<file path="src/rtl/antilog_unpack_pip.sv">
// antilog_unpack_pip
// Converts a packed vector of Q_ORD log-domain terms back to linear signed
// fixed point. A vector is captured on one handshake, its terms are issued
// one per cycle into a two-stage antilog pipeline, and the linear results
// stream out back-to-back with a term index and a last flag.
//
// Ports
//   clk              clock, all state on rising edge
//   reset            asynchronous active-low reset
//   in_valid         packed vector offered
//   in_ready         block can accept a vector (high in IDLE)
//   log_in_packed    term k log word at [k*LOG_WIDTH +: LOG_WIDTH]
//   sign_in_packed   term k sign (1 = negative)
//   valid_in_packed  term k valid (0 = value is exactly zero)
//   out_valid        out_data holds a converted term (no backpressure)
//   out_data         signed linear value, QP fractional bits
//   out_idx          term index of out_data
//   out_last         out_data is term Q_ORD-1
//   busy             FSM not in IDLE
//
// state | meaning
// ------+-------------------------------------------------------------
// IDLE  | waiting for a vector, in_ready=1
// ISSUE | one held term per cycle enters stage 1
// DRAIN | last term in flight; back to IDLE when out_last registers
module antilog_unpack_pip #(
  parameter int Q_ORD      = 3,
  parameter int WIDTH      = 16,
  parameter int QP         = 12,
  parameter int LOG_WIDTH  = 17,
  parameter int FRAC_WIDTH = 12,
  localparam int IW        = (Q_ORD > 1) ? $clog2(Q_ORD) : 1
) (
  input  logic                       clk,
  input  logic                       reset,
  input  logic                       in_valid,
  output logic                       in_ready,
  input  logic [Q_ORD*LOG_WIDTH-1:0] log_in_packed,
  input  logic [Q_ORD-1:0]           sign_in_packed,
  input  logic [Q_ORD-1:0]           valid_in_packed,
  output logic                       out_valid,
  output logic [WIDTH-1:0]           out_data,
  output logic [IW-1:0]              out_idx,
  output logic                       out_last,
  output logic                       busy
);

  localparam int EW  = LOG_WIDTH - FRAC_WIDTH;
  localparam int QW  = $clog2(QP + 1);
  // Shift width holds the full signed exponent range offset by QP.
  localparam int SW  = ((EW > QW) ? EW : QW) + 2;
  localparam int PW  = FRAC_WIDTH + WIDTH + 1;
  localparam logic [IW-1:0]          LAST_IDX  = IW'(Q_ORD - 1);
  localparam logic signed [SW-1:0]   SAT_SHIFT = SW'(WIDTH - 1);
  localparam logic signed [SW-1:0]   QP_S      = SW'(QP);
  localparam logic [WIDTH-1:0]       MAX_MAG   = {1'b0, {(WIDTH-1){1'b1}}};

  typedef enum logic [1:0] {IDLE, ISSUE, DRAIN} state_t;

  state_t                     state;
  logic [IW-1:0]              counter;
  logic [Q_ORD*LOG_WIDTH-1:0] log_hold;
  logic [Q_ORD-1:0]           sign_hold;
  logic [Q_ORD-1:0]           valid_hold;

  logic                       s1_valid;
  logic signed [SW-1:0]       s1_shift;
  logic [FRAC_WIDTH:0]        s1_m;
  logic                       s1_sign;
  logic                       s1_sat;
  logic                       s1_zero;
  logic [IW-1:0]              s1_idx;
  logic                       s1_last;

  logic [LOG_WIDTH-1:0]       term_log;
  logic                       term_sign;
  logic                       term_valid;
  logic signed [EW-1:0]       e_c;
  logic signed [SW-1:0]       shift_c;
  logic                       sat_c;
  logic                       zero_c;
  logic [SW-1:0]              sh_u;
  logic [WIDTH-1:0]           mag_c;
  logic [WIDTH-1:0]           data_c;

  assign in_ready = (state == IDLE);
  assign busy     = (state != IDLE);

  always_ff @(posedge clk or negedge reset) begin
    if (!reset) begin
      state      <= IDLE;
      counter    <= '0;
      log_hold   <= '0;
      sign_hold  <= '0;
      valid_hold <= '0;
    end else begin
      case (state)
        IDLE: begin
          if (in_valid) begin
            log_hold   <= log_in_packed;
            sign_hold  <= sign_in_packed;
            valid_hold <= valid_in_packed;
            counter    <= '0;
            state      <= ISSUE;
          end
        end
        ISSUE: begin
          counter <= counter + 1'b1;
          if (counter == LAST_IDX) state <= DRAIN;
        end
        DRAIN: begin
          // Leave on the edge that registers out_last so a new vector can
          // be accepted during the out_last cycle.
          if (s1_valid && s1_last) state <= IDLE;
        end
        default: state <= IDLE;
      endcase
    end
  end

  always_comb begin
    term_log   = '0;
    term_sign  = 1'b0;
    term_valid = 1'b0;
    for (int k = 0; k < Q_ORD; k++) begin
      if (counter == IW'(k)) begin
        term_log   = log_hold[k*LOG_WIDTH +: LOG_WIDTH];
        term_sign  = sign_hold[k];
        term_valid = valid_hold[k];
      end
    end
    e_c     = term_log[LOG_WIDTH-1:FRAC_WIDTH];
    shift_c = SW'(e_c) + QP_S;
    sat_c   = (shift_c >= SAT_SHIFT);
    zero_c  = !term_valid || shift_c[SW-1];
  end

  always_ff @(posedge clk or negedge reset) begin
    if (!reset) begin
      s1_valid <= 1'b0;
      s1_shift <= '0;
      s1_m     <= '0;
      s1_sign  <= 1'b0;
      s1_sat   <= 1'b0;
      s1_zero  <= 1'b0;
      s1_idx   <= '0;
      s1_last  <= 1'b0;
    end else begin
      s1_valid <= (state == ISSUE);
      s1_shift <= shift_c;
      s1_m     <= {1'b1, term_log[FRAC_WIDTH-1:0]};
      s1_sign  <= term_sign;
      s1_sat   <= sat_c;
      s1_zero  <= zero_c;
      s1_idx   <= counter;
      s1_last  <= (counter == LAST_IDX);
    end
  end

  // Only shifts in 0..WIDTH-2 reach the shifter path, so the truncated
  // quotient always fits in WIDTH-1 bits and negation never overflows.
  always_comb begin
    sh_u = s1_shift;
    if (s1_zero)
      mag_c = '0;
    else if (s1_sat)
      mag_c = MAX_MAG;
    else
      mag_c = WIDTH'((PW'(s1_m) << sh_u) >> FRAC_WIDTH);
    data_c = s1_sign ? (~mag_c + 1'b1) : mag_c;
  end

  always_ff @(posedge clk or negedge reset) begin
    if (!reset) begin
      out_valid <= 1'b0;
      out_data  <= '0;
      out_idx   <= '0;
      out_last  <= 1'b0;
    end else begin
      out_valid <= s1_valid;
      out_data  <= s1_valid ? data_c : '0;
      out_idx   <= s1_valid ? s1_idx : '0;
      out_last  <= s1_valid && s1_last;
    end
  end

endmodule

</file>
<file path="config.mk">
export PLATFORM = sky130hd
export DESIGN_NAME = antilog_unpack_pip
export DESIGN_NICKNAME = d
export VERILOG_FILES = /design/src/rtl/antilog_unpack_pip.sv
export SDC_FILE = /design/constraint.sdc
export NUM_CORES = 1
export LEC_CHECK = 0
export ABC_AREA = 1
export BUFFER_PORTS_ARGS = -buffer_cell sky130_fd_sc_hd__clkbuf_2
export CORE_ASPECT_RATIO = 1.5
export CORE_MARGIN = 2
export CORE_UTILIZATION = 61
export DETAILED_ROUTE_END_ITERATION = 8
export PLACE_DENSITY = 0.91
export RECOVER_POWER = 50
export SLEW_MARGIN = 20
export SYNTH_ARGS = -nofsm -noshare
export SYNTH_HDL_FRONTEND = slang
export SYNTH_SLANG_ARGS = --single-unit
</file>
<file path="constraint.sdc">
create_clock -name clk -period 6.6 [get_ports clk]
set_input_delay 0.99 -clock clk [delete_from_list [all_inputs] [get_ports clk]]
set_output_delay 0.99 -clock clk [all_outputs]
set_load 0.005 [all_outputs]
</file>
=== Yosys cells after proc, flatten, opt, wreduce, memory -nomap -nowiden ===
Index checks and enable logic that the tools add are counted.

* Flip-flop bits (word level): 107
* Bits of input ports: 60
* Output and inout port bits: 22
* Word-level logic and storage cells: 60

* Add/subtract/negate cells: 3
* Order comparisons: 1
* Equality and inequality tests: 7
* Shift-type cells: 1
* Mux-type cells: 20
* Bitwise operators: 1
* Reduce and logical (&&, ||, !) cells: 10

{| class="wikitable"
|+ Operator list
! kind !! number
|-
| 16-bit two-way mux || 4
|-
| 17-bit two-way mux || 3
|-
| 13-bit by 7-bit << shifter with 28-bit output || 1
|-
| 16-bit by 1-bit adder with 16-bit output (second input constant) || 1
|-
| 16-bit NOT || 1
|-
| 2-bit two-way mux || 5
|-
| 5-bit by 5-bit adder with 6-bit output (second input constant) || 1
|-
| 6-bit by 5-bit >= comparator with 1-bit output (second input constant) || 1
|-
| 1-bit two-way mux || 6
|-
| 2-bit inequality test (second input constant) || 3
|-
| 2-bit one-hot mux with 3 select lines || 1
|-
| 2-bit by 1-bit == test with 1-bit output (second input constant) || 2
|-
| 2-bit == test (second input constant) || 2
|-
| 2-bit logical NOT || 2
|-
| 2-bit one-hot mux with 2 select lines || 1
|-
| 2-bit AND reduction || 2
|-
| 2-bit nonzero test || 2
|-
| 3-bit AND reduction || 1
|-
| 2-bit by 1-bit adder with 2-bit output (second input constant) || 1
|-
| 1-bit logical AND || 1
|-
| 1-bit logical NOT || 1
|-
| 1-bit logical OR || 1
|}

=== Depth between registers and ports, before layout ===
* Word-level depth: 7
* Gate-level depth with buffers: 18
* Mapped depth without buffers: 17

=== Worst setup path before layout ===
Ideal clock, no wire load.

* Path kind: register -> register
* From: register s1_shift[1]
* To: register out_data[14]
* Arrival: 1.946 ns
* Slack: 4.535 ns
* Cell stages (with the launch flop): 18
* Clock period less this slack: 2.065 ns
* Path through: dfrtp_1 -> buf_2 -> inv_1 -> buf_4 -> nand3_1 -> nand2_1 -> nand2_1 -> nand3_1 -> nand3_1 -> nand2_1 -> ha_1 -> nand3_1 -> nand2_2 -> nand3_2 -> nor2_4 -> nand3_1 -> nand2_1 -> nor2_1

* Longest elaborated chain between the ends: 7

{| class="wikitable"
|+ Ends and longest elaborated chain
! element !! line !! RTL
|-
| start, declared || 67 || <nowiki>logic signed [SW-1:0] s1_shift;</nowiki>
|-
| start signal, assigned || 150 || <nowiki>s1_shift <= shift_c;</nowiki>
|-
| 13-bit by 7-bit << shifter with 28-bit output * || 169 || <nowiki>mag_c = WIDTH'((PW'(s1_m) << sh_u) >> FRAC_WIDTH);</nowiki>
|-
| 16-bit two-way mux * || 166 || <nowiki>else if (s1_sat)</nowiki>
|-
| 16-bit two-way mux * || 164 || <nowiki>if (s1_zero)</nowiki>
|-
| 16-bit NOT || 170 || <nowiki>data_c = s1_sign ? (~mag_c + 1'b1) : mag_c;</nowiki>
|-
| 16-bit by 1-bit adder with 16-bit output || 170 ||
|-
| 16-bit two-way mux * || 170 ||
|-
| 16-bit two-way mux * || 181 || <nowiki>out_data <= s1_valid ? data_c : '0;</nowiki>
|-
| end signal, assigned || 181 ||
|-
| end, declared || 42 || <nowiki>output logic [WIDTH-1:0] out_data,</nowiki>
|}

Mark *: on every way between the ends. The rest lies on a longest branch, timed or not.
A chain may end at the register's enable or synchronous reset.

=== Worst setup path in the final report ===
* From: register counter[1]
* To: register s1_sat

* Longest elaborated chain between the ends: 6

{| class="wikitable"
|+ Ends and longest elaborated chain
! element !! line !! RTL
|-
| start, declared || 61 || <nowiki>logic [IW-1:0] counter;</nowiki>
|-
| start signal, assigned || 108 || <nowiki>counter <= counter + 1'b1;</nowiki>
|-
| 2-bit logical NOT || 126 || <nowiki>if (counter == IW'(k)) begin</nowiki>
|-
| 17-bit two-way mux (2 in series) || 126 ||
|-
| 17-bit two-way mux * || 126 ||
|-
| 5-bit by 5-bit adder with 6-bit output * || 133 || <nowiki>shift_c = SW'(e_c) + QP_S;</nowiki>
|-
| net shift_c[2] || 79 || <nowiki>logic signed [SW-1:0] shift_c;</nowiki>
|-
| 6-bit by 5-bit >= comparator with 1-bit output * || 134 || <nowiki>sat_c = (shift_c >= SAT_SHIFT);</nowiki>
|-
| net sat_c || 80 || <nowiki>logic sat_c;</nowiki>
|-
| end signal, assigned || 153 || <nowiki>s1_sat <= sat_c;</nowiki>
|-
| end, declared || 70 || <nowiki>logic s1_sat;</nowiki>
|}

Mark *: on every way through the listed nets, which the timed path passes. The rest lies on a longest branch.

==> results.cfg <==
[synthesis]
synth_nets = 659
synth_compound_area_share_pct = 8.55
synth_top_family_by_area = simple AND/OR/NAND/NOR gates
ys_ff_latch = 107
synthDistinctLibCells = 32
synth_top_area_share_pct = 49.5
synth-adder-area-share_pct = 1.16
synthXorXnorAreaFrac_pct = 0.162
synthTopCellsByArea = dfrtp_1, mux2_2, nand2_1
synthFlopType = dfrtp_1
synthSimpleGateAreaFrac_pct = 23.5
yosys.area.top_type = dfrtp_1
muxShareOfSynthArea_pct = 11.7
synth_area_sq_mm = 0.00541
synth_seq_area_share_pct = 49.5
async_flop_share_pct = 100
synth_cells = 594
syn_area_per_cell_sq_um = 9.11
synth-edff-count = 0
ys_warn_count = 0

[grt]
grt_overflow = 0
track_usage_pct = 28.0
grt_start_max_net_pins = 87
antenna_found_initial = 0
first_global_vias = 4600
grt_pass1_wl_um = 21100

[finish]
final_common_cell = nand2_1
num_antenna_cells = 0
layout.cells.non_filler = 771
layout_common_cells = nand2_1, dfrtp_1, nand3_1, clkbuf_2, mux2_2
drive_gt1_share_pct = 26.8
layout.nets = 721
fill_cells = 684
area_growth_pct = 12.6

[setup_path]
slowest_stage = ha_1
rr_endpoint = s1_sat
critPathLaunchType = register
path_cells = inv_1 > ha_1 > inv_1 > nand2_1 > clkinv_1 > a22oi_1 > o21ai_0 > inv_1 > ha_1 > inv_1 > xor2_1 > a21oi_1
path_class = reg2reg
reg2regPathDepth = 12
crit_arrival_ns = 3.48
cpPeakStageDelay_ns = 0.68
cp_max_fo = 20
cp.buffers_inverters = 5
critPathRequiredTime_ns = 6.87
cp_common_cell = inv_1
worstSetupEndpointType = register
r2r_slack_ns = 3.39
critical_path.top_delay_family = buffers and inverters
r2r-start = counter[1]

[place]
place_hpwl_um = 8710
port_buffers = 81
place_congestion = 0.940
dp.cells = 755

[floorplan]
pin_count = 82
die-width_um = 80.9
core_sq_mm = 0.00872
start_util_pct = 62.0
die_area_sq_mm = 0.00966
die_h_um = 119
rows = 42

[timing]
skew_ns = 0.00646
finalMaxSlewViolations = 0
finalSetupTns_ns = 0
setup_violations = 0
post-route-min-period_ns = 3.21
final-hold-violation-count = 0
timing.final.crit_share_pct = 48.6
rsz0062_at_grt = false
max_freq_mhz = 312
maxSlewHeadroom_pct = 20.8
tightest_slew_ns = 1.19

[pwr]
powerDensity_mw_per_mm2 = 538
irDropWorstVdd_mv = 0.287
p_leak_uw = 0.00304

[clock_network]
cts_inserted_buffers = 9
clock_latency_ns = 0.35
clk_path_buf_depth = 2
root_buffer = clkbuf_16
cts_resized = 0
clock_sinks = 107
cts_tree = yes
cts_max_level = 3
post_cts_buffers = 0
cts-hold-fix-buffers = 0
clkTransAtPathRegs_ns = 0.07

[routing]
drt-vias-per-instance = 5.82
route.detailed.drc = 0
num_vias = 4489
first_pass_iters = 6
drt_iter0_markers = 340
avgRoutedWirePerCell_um = 16.0
final_antenna_net_count = 0
wl_um = 12300

[worst_hold_path]
hp-class = reg2reg
hold_start = counter[0]
hold_depth = 0
hold_path_end = s1_idx[0]

[flow_run]
cap_violations = 0

[run_status]
status = finished, final reports clean
==> per-layer routing <==
layer  vias up  track usage (%)  share of wire [%]
met3        37             4.85                4.0
met1      2160             32.2                 38
met2       157             49.4                 54
li1       2135                -                  -
met4         0             12.7                3.9
met5         -                0                  0
==> registers in the layout, summed over array words and instances (netlist names) <==
register	count
log_hold	51
out_data	16
s1_m	13
s1_shift	6
sign_hold	3
valid_hold	3
counter	2
out_idx	2
s1_idx	2
state	2
out_last	1
out_valid	1
s1_last	1
s1_sat	1
s1_sign	1
s1_valid	1
s1_zero	1
==> cells by family (layout without fill, tap and decap cells) <==
kind of cell / Yosys count / after routing
simple gates: 275 / 275
other cells: 1 / 1
mux: 56 / 56
buf+inv: 68 / 135
flops: 107 / 107
xor+xnor: 1 / 1
fa+ha+maj: 5 / 5
compound gates: 81 / 81
==> worst register-to-register path, cell delays in order, from the launching register on <==
cell and delay, ns:
dfrtp_1 0.41, inv_1 0.11, ha_1 0.68, inv_1 0.12
nand2_1 0.10, clkinv_1 0.47, a22oi_1 0.37, o21ai_0 0.14
inv_1 0.16, ha_1 0.18, inv_1 0.05, xor2_1 0.17
a21oi_1 0.17
==> cell usage after synthesis, types with 2 or more instances <==
cell / count
nand2_1: 137
o21ai_0: 35
a22oi_1: 16
nor3_1: 6
clkbuf_1: 10
a221o_1: 2
inv_2: 3
buf_6: 3
nand4_1: 6
buf_1: 7
clkinv_1: 2
dfrtp_1: 107
nor2_1: 22
ha_1: 5
o21a_1: 2
o21ai_1: 2
nand3_2: 10
nand3_1: 82
mux2_2: 56
nor2_4: 2
a21oi_1: 23
inv_1: 31
nand2_2: 6
buf_2: 11
==> cell type report <==
type | instances | area (sq um) | area share (%)
Timing Repair Buffer | 83 | 423 | 6.94
Inverter | 36 | 135 | 2.22
Sequential cell | 107 | 2680 | 43.9
Multi-Input combinational cell | 419 | 2440 | 40.1
Clock inverter | 6 | 50.0 | 0.821
Tap cell | 110 | 138 | 2.26
Clock buffer | 10 | 229 | 3.76
==> metrics by stage <==
stage	hold slack, ns	setup slack, ns	cell area [sq um]	util [%]	power, uW
2_1_floorplan	0.378	4.54	5410	-	2360
3_3_place_gp	0.383	3.88	5820	66.7	2620
3_5_place_dp	0.402	3.64	5820	66.7	2730
4_1_cts	0.412	3.39	6090	69.9	3270
5_1_grt	0.421	3.18	6090	69.9	3540
6_report	0.416	3.39	6090	69.9	3280
==> worst max path at each step <==
| stage | slack [ns] | from | endpoint | cells after the start |
|---|---|---|---|---|
| 2_1_floorplan | 4.54 | s1_shift[1] | out_data[14] | 17 |
| 3_3_place_gp | 3.88 | counter[1] | s1_sat | 12 |
| 3_5_place_dp | 3.64 | counter[1] | s1_sat | 12 |
| 4_1_cts | 3.39 | counter[1] | s1_sat | 12 |
| 5_1_grt | 3.18 | counter[1] | s1_sat | 12 |
| 6_report | 3.39 | counter[1] | s1_sat | 12 |
==> where the power goes <==
group	internal (uW)	total (uW)	switching [uW]
registers	965	1210	250
clock network	260	509	249
logic	616	1550	938
Power figures use the tool's default switching activity.
